<file path="config.mk">
export PLATFORM = sky130hd
export DESIGN_NAME = game_sequencer
export DESIGN_NICKNAME = d
export VERILOG_FILES = /design/src/rtl/game_sequencer.sv
export SDC_FILE = /design/constraint.sdc
export NUM_CORES = 1
export LEC_CHECK = 0
export BUFFER_PORTS_ARGS = -buffer_cell sky130_fd_sc_hd__buf_2
export CORE_UTILIZATION = 29
export CTS_BUF_LIST = sky130_fd_sc_hd__clkbuf_4 sky130_fd_sc_hd__clkbuf_8
export DETAILED_ROUTE_END_ITERATION = 10
export GPL_TIMING_DRIVEN = 0
export PLACE_DENSITY_LB_ADDON = 0.1
export SYNTH_ARGS = -nofsm -noshare
export SYNTH_HDL_FRONTEND = slang
export SYNTH_SLANG_ARGS = --single-unit
export TNS_END_PERCENT = 10
</file>
<file path="constraint.sdc">
create_clock -name clk -period 3.1 [get_ports clk]
set_clock_uncertainty 0.1 [all_clocks]
set_input_delay 0 -clock clk [delete_from_list [all_inputs] [get_ports clk]]
set_output_delay 0 -clock clk [all_outputs]
set_load 0.01 [all_outputs]
</file>
<file path="src/rtl/game_sequencer.sv">
`default_nettype none
// ============================================================================
// Module      : game_sequencer
// Description : Frame-rate controller for the runner display. Walks through
//               the intro phases (countdown, logo slide-out, player slide-in),
//               then runs the play loop: player lane from the buttons, a
//               single coin row that spawns, advances and is scored as a hit
//               or a miss, and a game-over state once the miss limit is hit.
//               Every register advances only on cycles where frame_tick=1.
// Ports       : clk, rst          - clock, synchronous active-high reset
//               frame_tick        - one-cycle pulse per video frame
//               btn_l, btn_r      - synchronized button levels
//               random            - free-running RNG value (bits [2:0] used)
//               state_o           - current state encoding
//               logo_voffset      - logo layer vertical offset
//               head_voffset      - head layer vertical offset
//               head_hoffset      - head layer horizontal offset (signed)
//               coin_loc          - coin travel position, negative = hidden
//               coin_lane, coin_flip - coin lane and sprite flip
//               score, misses     - hit and miss counters
//               game_over         - high while in OVER
// Revision    : 1.0 - initial release
// ============================================================================
module game_sequencer #(
    parameter int COUNT_FRAMES = 5,
    parameter int LOGO_STEP    = 30,
    parameter int LOGO_END     = 640,
    parameter int HEAD_START   = 180,
    parameter int HEAD_STEP    = 20,
    parameter int HEAD_END     = 50,
    parameter int LANE_OFS     = 100,
    parameter int COIN_HIT     = 40,
    parameter int MAX_MISS     = 3
) (
    input  logic               clk,
    input  logic               rst,
    input  logic               frame_tick,
    input  logic               btn_l,
    input  logic               btn_r,
    input  logic [19:0]        random,
    output logic [2:0]         state_o,
    output logic [11:0]        logo_voffset,
    output logic [11:0]        head_voffset,
    output logic signed [11:0] head_hoffset,
    output logic signed [11:0] coin_loc,
    output logic [1:0]         coin_lane,
    output logic               coin_flip,
    output logic [9:0]         score,
    output logic [1:0]         misses,
    output logic               game_over
);

    typedef enum logic [2:0] {
        S_IDLE      = 3'd0,
        S_COUNT     = 3'd1,
        S_LOGO_OUT  = 3'd2,
        S_PLAYER_IN = 3'd3,
        S_PLAY      = 3'd4,
        S_OVER      = 3'd5
    } state_t;

    localparam logic [15:0]        c_count_frames = 16'(COUNT_FRAMES);
    localparam logic [11:0]        c_logo_step    = 12'(LOGO_STEP);
    localparam logic [11:0]        c_logo_end     = 12'(LOGO_END);
    localparam logic [11:0]        c_head_start   = 12'(HEAD_START);
    localparam logic [11:0]        c_head_step    = 12'(HEAD_STEP);
    localparam logic [11:0]        c_head_end     = 12'(HEAD_END);
    localparam logic signed [11:0] c_lane_ofs     = 12'(LANE_OFS);
    localparam logic signed [11:0] c_coin_hit     = 12'(COIN_HIT);
    localparam logic [1:0]         c_max_miss     = 2'(MAX_MISS);
    localparam logic [9:0]         c_score_max    = 10'h3FF;

    state_t                r_state;
    logic [15:0]           r_count;
    logic [11:0]           r_logo_voffset;
    logic [11:0]           r_head_voffset;
    logic signed [11:0]    r_head_hoffset;
    logic signed [11:0]    r_coin_loc;
    logic [1:0]            r_coin_lane;
    logic                  r_coin_flip;
    logic [9:0]            r_score;
    logic [1:0]            r_misses;
    logic                  r_game_over;
    logic                  r_btn_prev;      // button sample from the previous tick

    logic                  w_btn_any;
    logic [1:0]            w_lane;
    logic signed [11:0]    w_hoffset;
    logic [1:0]            w_spawn_lane;
    logic [1:0]            w_misses_next;
    logic                  w_unused_random;

    // Player lane from the buttons; left wins when both are held.
    always_comb begin
        w_btn_any = btn_l | btn_r;
        w_lane    = 2'd1;
        w_hoffset = '0;
        if (btn_l) begin
            w_lane    = 2'd0;
            w_hoffset = -c_lane_ofs;
        end else if (btn_r) begin
            w_lane    = 2'd2;
            w_hoffset = c_lane_ofs;
        end
    end

    // Only three lanes exist, so the fourth RNG code folds onto the centre.
    assign w_spawn_lane    = (random[1:0] == 2'd3) ? 2'd1 : random[1:0];
    assign w_misses_next   = r_misses + 2'd1;
    assign w_unused_random = ^random[19:3];

    always_ff @(posedge clk) begin
        if (rst) begin
            r_state        <= S_IDLE;
            r_count        <= c_count_frames;
            r_logo_voffset <= '0;
            r_head_voffset <= c_head_start;
            r_head_hoffset <= '0;
            r_coin_loc     <= -12'sd1;
            r_coin_lane    <= 2'd1;
            r_coin_flip    <= 1'b0;
            r_score        <= '0;
            r_misses       <= '0;
            r_game_over    <= 1'b0;
            r_btn_prev     <= 1'b0;
        end else if (frame_tick) begin
            r_btn_prev     <= w_btn_any;
            // Horizontal offset only follows the lane while playing.
            r_head_hoffset <= '0;
            case (r_state)
                S_IDLE: begin
                    r_count        <= c_count_frames;
                    r_logo_voffset <= '0;
                    r_head_voffset <= c_head_start;
                    r_coin_loc     <= -12'sd1;
                    r_coin_lane    <= 2'd1;
                    r_coin_flip    <= 1'b0;
                    r_score        <= '0;
                    r_misses       <= '0;
                    r_game_over    <= 1'b0;
                    r_state        <= S_COUNT;
                end
                S_COUNT: begin
                    if (r_count != '0) begin
                        r_count <= r_count - 16'd1;
                    end else begin
                        r_state <= S_LOGO_OUT;
                    end
                end
                S_LOGO_OUT: begin
                    if (r_logo_voffset < c_logo_end) begin
                        r_logo_voffset <= r_logo_voffset + c_logo_step;
                    end else begin
                        r_state <= S_PLAYER_IN;
                    end
                end
                S_PLAYER_IN: begin
                    if (r_head_voffset > c_head_end) begin
                        r_head_voffset <= r_head_voffset - c_head_step;
                    end else begin
                        r_state <= S_PLAY;
                    end
                end
                S_PLAY: begin
                    r_head_hoffset <= w_hoffset;
                    if (r_coin_loc < 0) begin
                        // Spawn; the coin was hidden for this one frame.
                        r_coin_loc  <= '0;
                        r_coin_lane <= w_spawn_lane;
                        r_coin_flip <= random[2];
                    end else if (r_coin_loc < c_coin_hit) begin
                        r_coin_loc <= r_coin_loc + 12'sd1;
                    end else if (r_coin_lane == w_lane) begin
                        r_coin_loc <= -12'sd1;
                        if (r_score != c_score_max) begin
                            r_score <= r_score + 10'd1;
                        end
                    end else begin
                        r_coin_loc <= -12'sd1;
                        r_misses   <= w_misses_next;
                        if (w_misses_next == c_max_miss) begin
                            r_state        <= S_OVER;
                            r_game_over    <= 1'b1;
                            r_head_hoffset <= '0;
                        end
                    end
                end
                S_OVER: begin
                    // Restart only on a fresh press, not a button held from play.
                    if (w_btn_any && !r_btn_prev) begin
                        r_state     <= S_IDLE;
                        r_game_over <= 1'b0;
                    end
                end
                default: begin
                    r_state <= S_IDLE;
                end
            endcase
        end
    end

    assign state_o      = r_state;
    assign logo_voffset = r_logo_voffset;
    assign head_voffset = r_head_voffset;
    assign head_hoffset = r_head_hoffset;
    assign coin_loc     = r_coin_loc;
    assign coin_lane    = r_coin_lane;
    assign coin_flip    = r_coin_flip;
    assign score        = r_score;
    assign misses       = r_misses;
    assign game_over    = r_game_over;

endmodule
`default_nettype wire

</file>
Yosys cells after proc, flatten, opt, wreduce, memory -nomap -nowiden

Cells that the tools add are included.

Bits in registers: 84
Output and inout port bits: 67
Word-level logic and storage cells: 111

Add/subtract/negate cells: 6
Order comparisons: 4
Equal/unequal tests: 23
Mux-type cells: 47
Bitwise gates (word level): 1
Reduce and logical (&&, ||, !) cells: 18

Operator list:

| operator                                                        | count |
|---|---|
| 2-to-1 mux 12 bit                                               | 10 |
| case mux 12 bit (2 select lines)                                | 3 |
| 2-to-1 mux 10 bit                                               | 4 |
| case mux 16 bit (2 select lines)                                | 1 |
| != test 2 bit (second input constant)                           | 14 |
| 2-to-1 mux 3 bit                                                | 8 |
| case mux 10 bit (2 select lines)                                | 1 |
| case mux 3 bit (6 select lines)                                 | 1 |
| 2-to-1 mux 16 bit                                               | 1 |
| nonzero test 16 bit                                             | 1 |
| subtractor 16 x 1 -> 16 bit (second input constant)             | 1 |
| 2-to-1 mux 2 bit                                                | 7 |
| adder 12 x 2 -> 12 bit (second input constant)                  | 1 |
| adder 12 x 5 -> 12 bit (second input constant)                  | 1 |
| greater-than comparator 12 x 6 -> 1 bit (second input constant) | 1 |
| < comparator 12 x 1 -> 1 bit (second input constant)            | 1 |
| < comparator 12 x 10 -> 1 bit (second input constant)           | 1 |
| < comparator 12 x 7 -> 1 bit (second input constant)            | 1 |
| AND reduction 3 bit                                             | 4 |
| subtractor 12 x 5 -> 12 bit (second input constant)             | 1 |
| adder 10 x 1 -> 10 bit (second input constant)                  | 1 |
| != test 10 bit (second input constant)                          | 1 |
| AND reduction 9 bit                                             | 1 |
| case mux 2 bit (2 select lines)                                 | 2 |
| other kinds (20)                                                | 31 |

Longest topological paths before layout

Gate-level depths: netlist of run 1.

Word-level depth: 7
Mapped depth: 9
Mapped depth without buffers: 8

Worst setup path after synthesis of run 1

Ideal clock, no wire load.

Path type: reg-to-reg
Start point: register r_count[12]
End point: register r_state[0] (netlist: state_o[0])
Arrival: 2.339 ns
Slack: 0.593 ns
Cell stages (with the launch flop): 8
Cells stage by stage: dfxtp_1 > or2_1 > or4_4 > o41a_4 > or4_1 > buf_2 > a211o_1 > a21oi_2

Word-level cells in the longest chain between the ends: 3

RTL lines:

| item                                 | line | source |
|---|---|---|
| start: declaration                   | 74   | `logic [15:0] r_count;` |
| start signal: assignment             | 115  | `r_count <= c_count_frames;` |
| start signal: assignment             | 132  | `r_count <= c_count_frames;` |
| start signal: assignment             | 145  | `r_count <= r_count - 16'd1;` |
| nonzero test 16 bit                  | 144  | `if (r_count != '0) begin` |
| != test 2 bit (no source line)       | --   |  |
| AND reduction 9 bit (no source line) | --   |  |
| end signal: assignment               | 141  | `r_state <= S_COUNT;` |
| end signal: assignment               | 147  | `r_state <= S_LOGO_OUT;` |
| end signal: assignment               | 154  | `r_state <= S_PLAYER_IN;` |
| end: declaration                     | 73   | `state_t r_state;` |

No other way between the ends.
A chain may end at the register's enable or synchronous reset.

Worst setup path in the final report of run 1

Start point: register r_state[1] (netlist: state_o[1])
End point: register r_score[7] (netlist: score[7])

Word-level cells in the longest chain between the ends: 3

RTL lines:

| item                                                                        | line | source |
|---|---|---|
| start signal: assignment                                                    | 114  | `r_state <= S_IDLE;` |
| start signal: assignment                                                    | 141  |  |
| start signal: assignment                                                    | 147  |  |
| == test 3 bit / zero test 3 bit (equally long branches)                     | 130  | `case (r_state)` |
| != test 2 bit (no source line) / nonzero test 2 bit (equally long branches) | --   |  |
| AND reduction 6 bit (no source line)                                        | --   |  |
| end signal: assignment                                                      | 176  | `r_score <= r_score + 10'd1;` |
| end: declaration                                                            | 81   | `logic [9:0] r_score;` |

Parallel ways exist; a longest one is shown, timed or not.

==> flow_summary.yaml, run 1 <==
status:
  status: "finished clean"
setup_path:
  startpoint_type: "flip-flop"
  path_max_fanout: 10
  critPathArrivalTime_ns: 2.90
  worstSetupPathType: "flip-flop to flip-flop"
  worstSetupEndpointType: "flip-flop"
  worstPathRequired_ns: 3.23
grt:
  grt_max_degree: 12
  antenna_found_initial: 0
  grt_pass1_wl_um: 14700
  grt_pass1_vias: 3056
  overflow: 0
  globalRouteTotalUtil: 0.148
floorplanning:
  io_pins: 92
  dieHeight_um: 113
  die_w_um: 113
  rows: 40
  die_area_um2: 12700
  core_um2: 12000
  start_util: 0.297
detailed_routing:
  wl_per_cell_um: 13.2
  ant_nets: 0
  num_vias: 3184
  wirelength_um: 8850
  drc: 0
  vias_per_cell: 4.76
  first_pass_iters: 4
  drt_iter0_markers: 90
sta:
  max_freq_mhz: 362
  slew_headroom: 0.475
  setup_viol: 0
  worst_pin_slew_ns: 0.786
  setup_tns_ns: 0
  fin_crit_ns: 2.76
  hold_violations: 0
  period_share: 0.892
  whs_ns: 0.111
  finalMaxSlewViolations: 0
  rsz0062_at_grt: "no"
clock_tree:
  htreeDepth: 3
  cts_tree: "yes"
  clk_path_buf_depth: 2
  cts_root_buffer: "clkbuf_8"
  clkTransAtPathRegs_ns: 0.08
  worstSkewPairLatency_ns: 0.36
  cts_made_buffers: 9
  cts.sinks: 72
cells_and_area:
  areaGrowthSynthToFinish_pct: 23.5
  regArea_um2: 1440
  layout_common_cells: "dfxtp_1 (72), buf_2 (70), nor2_1 (53), nand2_1 (32), a21oi_1 (25)"
  nets: 550
  multi_input_area_um2: 1910
  nFillCells: 1286
  final_common_cell: "dfxtp_1"
  n_antenna_cell: 0
  layout-drive-gt1-share: 0.211
flow_run:
  drv_cap: 0
logic_synthesis:
  async_flop_share: 0
  synth_ff_type: "dfxtp_1"
  yosysSeqAreaShare: 0.406
  synth_area_um2: 3550
  synth-seq-cells: 72
  syn_inst: 424
  synth_top_area_frac: 0.406
  syn_avg_cell_area_um2: 8.37
  yosysTopAreaCell: "dfxtp_1"
  synth_edf_count: 0
  synth.distinct_cells: 61
  synth_area_leaders: "dfxtp_1 (41%), nor2_1 (5.6%), a21oi_1 (3.5%)"
  yosys_warnings: 0
power:
  power_density_nw_per_um2: 546
  ir_drop_mv: 0.250
  leakage_nw: 1.80
place:
  place_congestion: 0.739
  portBuffers: 68
  hpwl_um: 6440
hold_path:
  hold_class: "input pin to flip-flop"
through the flow:
| step | setup WS (ns) | instance area [um^2] | power, mW | std cells | utilization |
|---|---|---|---|---|---|
| 6_report | 0.336 | 4390 | 2.39 | 669 | 0.367 |
| 5_1_grt | 0.0505 | 4390 | 2.55 | 669 | 0.367 |
| 4_1_cts | 0.232 | 4380 | 2.43 | 669 | 0.366 |
| 3_5_place_dp | 0.273 | 4090 | 1.65 | 643 | 0.342 |
| 3_3_place_gp | 0.250 | 4090 | 1.65 | 643 | 0.342 |
| 2_1_floorplan | 0.593 | 3560 | 1.48 | 428 | - |
where the power goes:
part           internal [mW]  switching (mW)  leakage [nW]
Clock                  0.395           0.363         0.104
Sequential             0.983          0.0588         0.584
Combinational          0.227           0.365          1.12
Total                   1.61           0.787          1.80
path summary, 6_finish.rpt:
path / start / to / slack, ns / cells past startpoint
setup / recovery: state_o[1] / score[7] / 0.34 / 8
setup reg to reg: state_o[1] / score[7] / 0.34 / 8
hold reg to reg: coin_loc[10] / coin_loc[10] / 0.36 / 2
hold / removal: frame_tick / r_count[12] / 0.11 / 4
Yosys cell counts, types with 3 or more instances:
cell type and number:
nor3_1 13, o22ai_1 4, nor2_1 53, o21a_1 10
clkbuf_1 13, or4_1 5, and2_1 4, nand2b_1 11
a21o_1 4, or3_1 7, dfxtp_1 72, o31ai_1 6
inv_1 16, ha_1 8, and3_1 7, nand2_1 32
a211oi_1 6, nand3_1 13, o21ai_0 14, nand4_1 4
xor2_1 13, a31oi_1 7, xnor2_1 14, o211ai_1 3
nor4_1 6, a21oi_1 25, buf_4 12
metal layers:
layer  GRT usage  up-vias  wire length [um]
met5           0        -                 0
met2       0.241       44              4010
met4      0.0747        0               182
met1       0.189     1466              4420
met3      0.0232       14               226
li1            -     1660                 -
critical path, stage by stage (launching register included):
cell and delay (ns):
dfxtp_1 0.34, clkbuf_1 0.22, nor2_1 0.45, nand2_1 0.35, a21o_1 0.29, clkbuf_1 0.23
nor4b_1 0.44, xnor2_1 0.17, nor2_1 0.05
layout make-up:
cell class,count,area share
multi-input cells,311,0.436
well taps,147,0.0419
flip-flops and latches,72,0.329
clock inverters,4,0.0103
inverters,16,0.0137
clock buffers,12,0.0334
plain buffers,29,0.0357
repair buffers,78,0.100
repair_timing:
item / 4_1_cts / 5_1_grt
resized for setup: 0 / 1
hold buffers: 10 / 0
setup buffers: 0 / 0
endpoints found under the setup margin: 0 / 1
hold endpoints to repair: 13 / 0
kinds of logic after synthesis:
logic type | count (synthesis) | share of synthesized area
AO/OA/AOI/OAI | 96 | 0.180
XOR/XNOR | 27 | 0.0666
adder cells (fa/ha/maj) | 8 | 0.0282
buffers and inverters | 45 | 0.0610
flip-flops | 72 | 0.406
multiplexers | 2 | 0.00564
other | 1 | 0.00106
AND/OR/NAND/NOR | 173 | 0.252
state kept, by name (all words and copies together), names as in the netlist, 2 cells and up:
signal / flops
logo_voffset: 11
score: 10
coin_loc: 12
state_o: 3
head_voffset: 10
r_count: 16
coin_lane: 2
head_hoffset: 3
misses: 2
No activity file was read; power rests on OpenSTA's default activity.
==> run 2: changes to the inputs <==
- CELL_PAD_IN_SITES_DETAIL_PLACEMENT: not set -> 0
- CELL_PAD_IN_SITES_GLOBAL_PLACEMENT: not set -> 1
==> flow_summary.yaml, run 2 (synthesized netlist as in run 1, its figures left out) <==
status:
  status: "finished clean"
setup_path:
  startpoint_type: "flip-flop"
  worstSetupEndpointType: "flip-flop"
  critPathArrivalTime_ns: 3.04
  critPathLaunch: "state_o[2]"
  max_stage_delay_ns: 0.87
  rr_startpoint: "state_o[2]"
  path_max_fanout: 10
  crit_slowest_cell: "nor3_1"
  worstPathCellList: "clkbuf_1 -> nor3_1 -> o21ai_0 -> or4_1 -> xor2_1 -> nor2_1"
  worstSetupPathType: "flip-flop to flip-flop"
  worstPathRequired_ns: 3.23
detailed_routing:
  num_vias: 3227
  ant_nets: 0
  wirelength_um: 9070
  wl_per_cell_um: 13.6
  vias_per_cell: 4.83
  drc: 0
  first_pass_iters: 4
  drt_iter0_markers: 120
cells_and_area:
  areaGrowthSynthToFinish_pct: 22.8
  n_antenna_cell: 0
  largest_reg_flops: 16
  final_common_cell: "dfxtp_1"
  largest_register: "r_count"
  layout_common_cells: "dfxtp_1 (72), buf_2 (70), nor2_1 (53), nand2_1 (32), a21oi_1 (25)"
  layout-drive-gt1-share: 0.207
  nets: 550
power:
  power.share.clock: 0.294
  p_total_mw: 2.32
  ir_drop_mv: 0.201
  power_density_nw_per_um2: 531
  combPwrFrac: 0.255
  p_int_mw: 1.53
  p_switching_mw: 0.784
  p_sw_frac: 0.338
  leakage_nw: 1.79
  p_seq_frac: 0.450
sta:
  max_freq_mhz: 343
  rsz0062_at_grt: "no"
  finalMaxSlewViolations: 0
  setup_viol: 0
  hold_violations: 0
  worst_pin_slew_ns: 1.00
  setup_tns_ns: 0
  fin_crit_ns: 2.91
  slew_headroom: 0.326
  setup_slack_ns: 0.187
  period_share: 0.940
floorplanning:
  start_util: 0.297
  die_w_um: 113
  die_area_um2: 12700
  rows: 40
  core_um2: 12000
  dieHeight_um: 113
  io_pins: 92
grt:
  overflow: 0
  grt_pass1_wl_um: 15200
  grt_max_degree: 12
  grt_pass1_vias: 3092
  antenna_found_initial: 0
  globalRouteTotalUtil: 0.152
clock_tree:
  htreeDepth: 3
  cts_tree: "yes"
  cts.sinks: 72
  cts_resized: 0
  cts_setup_buffers: 0
  clk_path_buf_depth: 2
  cts_made_buffers: 9
  clkTransAtPathRegs_ns: 0.08
  cts_root_buffer: "clkbuf_8"
  worstSkewPairLatency_ns: 0.36
place:
  post-place-ws_ns: 0.241
  place_congestion: 0.733
  portBuffers: 68
  hpwl_um: 6680
hold_path:
  hp-start: "frame_tick"
  hold_class: "input pin to flip-flop"
flow_run:
  drv_cap: 0
## run 2: cell types whose count changed in the layout (fill, tap and decap cells not counted), sizes merged
cell | previous run | this run
bufinv | 1 | 0
clkbuf | 25 | 24
clkinv | 3 | 4
## run 2: layer usage
layer | routed length (um) | up-vias | track usage
li1 | - | 1665 | -
met1 | 4560 | 1501 | 0.205
met2 | 4070 | 48 | 0.231
met3 | 274 | 13 | 0.0313
met4 | 161 | 0 | 0.0747
met5 | 0 | - | 0
## run 2: critical path: cells and delay by family, from the launching register on
family,cells,cell delay (ns)
buffers and inverters,1,0.26
XOR/XNOR,1,0.14
flip-flops,1,0.37
AO/OA/AOI/OAI,1,0.47
AND/OR/NAND/NOR,3,1.44
## run 2: worst paths after layout
check                         end  depth (start not counted)  slack [ns]
setup / recovery  logo_voffset[4]                          6        0.19
hold / removal         r_count[8]                          3        0.13
setup reg to reg  logo_voffset[4]                          6        0.19
hold reg to reg      coin_loc[10]                          2        0.37
## run 2: power groups by stage
stage               clock (mW)  sequential [mW]  combinational, mW
floorplan                    0             1.08              0.399
global placement             0             1.07              0.594
detailed placement           0             1.07              0.590
CTS                      0.719             1.04              0.602
global route             0.755             1.05              0.666
finish                   0.682             1.04              0.592
## run 2: per-stage QoR
stage          utilization  instance area, um^2  hold slack, ns  cells
6_report             0.365                 4360           0.128    668
5_1_grt              0.365                 4360           0.156    668
4_1_cts              0.365                 4360           0.130    668
3_5_place_dp         0.342                 4090           0.151    643
3_3_place_gp         0.342                 4090           0.159    643
2_1_floorplan            -                 3560          0.0473    428
## run 2: area by class of cell
type,instances,area [um^2]
Tap cell,147,184
Inverter,16,60.1
Clock inverter,4,20.0
Multi-Input combinational cell,311,1910
Fill cell,1286,7600
Buffer,29,156
Timing Repair Buffer,78,440
Clock buffer,11,151
Sequential cell,72,1440
## run 2: repair_timing
| action | in CTS | in global routing |
|---|---|---|
| endpoints found under the hold margin | 13 | 0 |
| setup endpoints to repair | 0 | 0 |
| hold buffers | 10 | 0 |
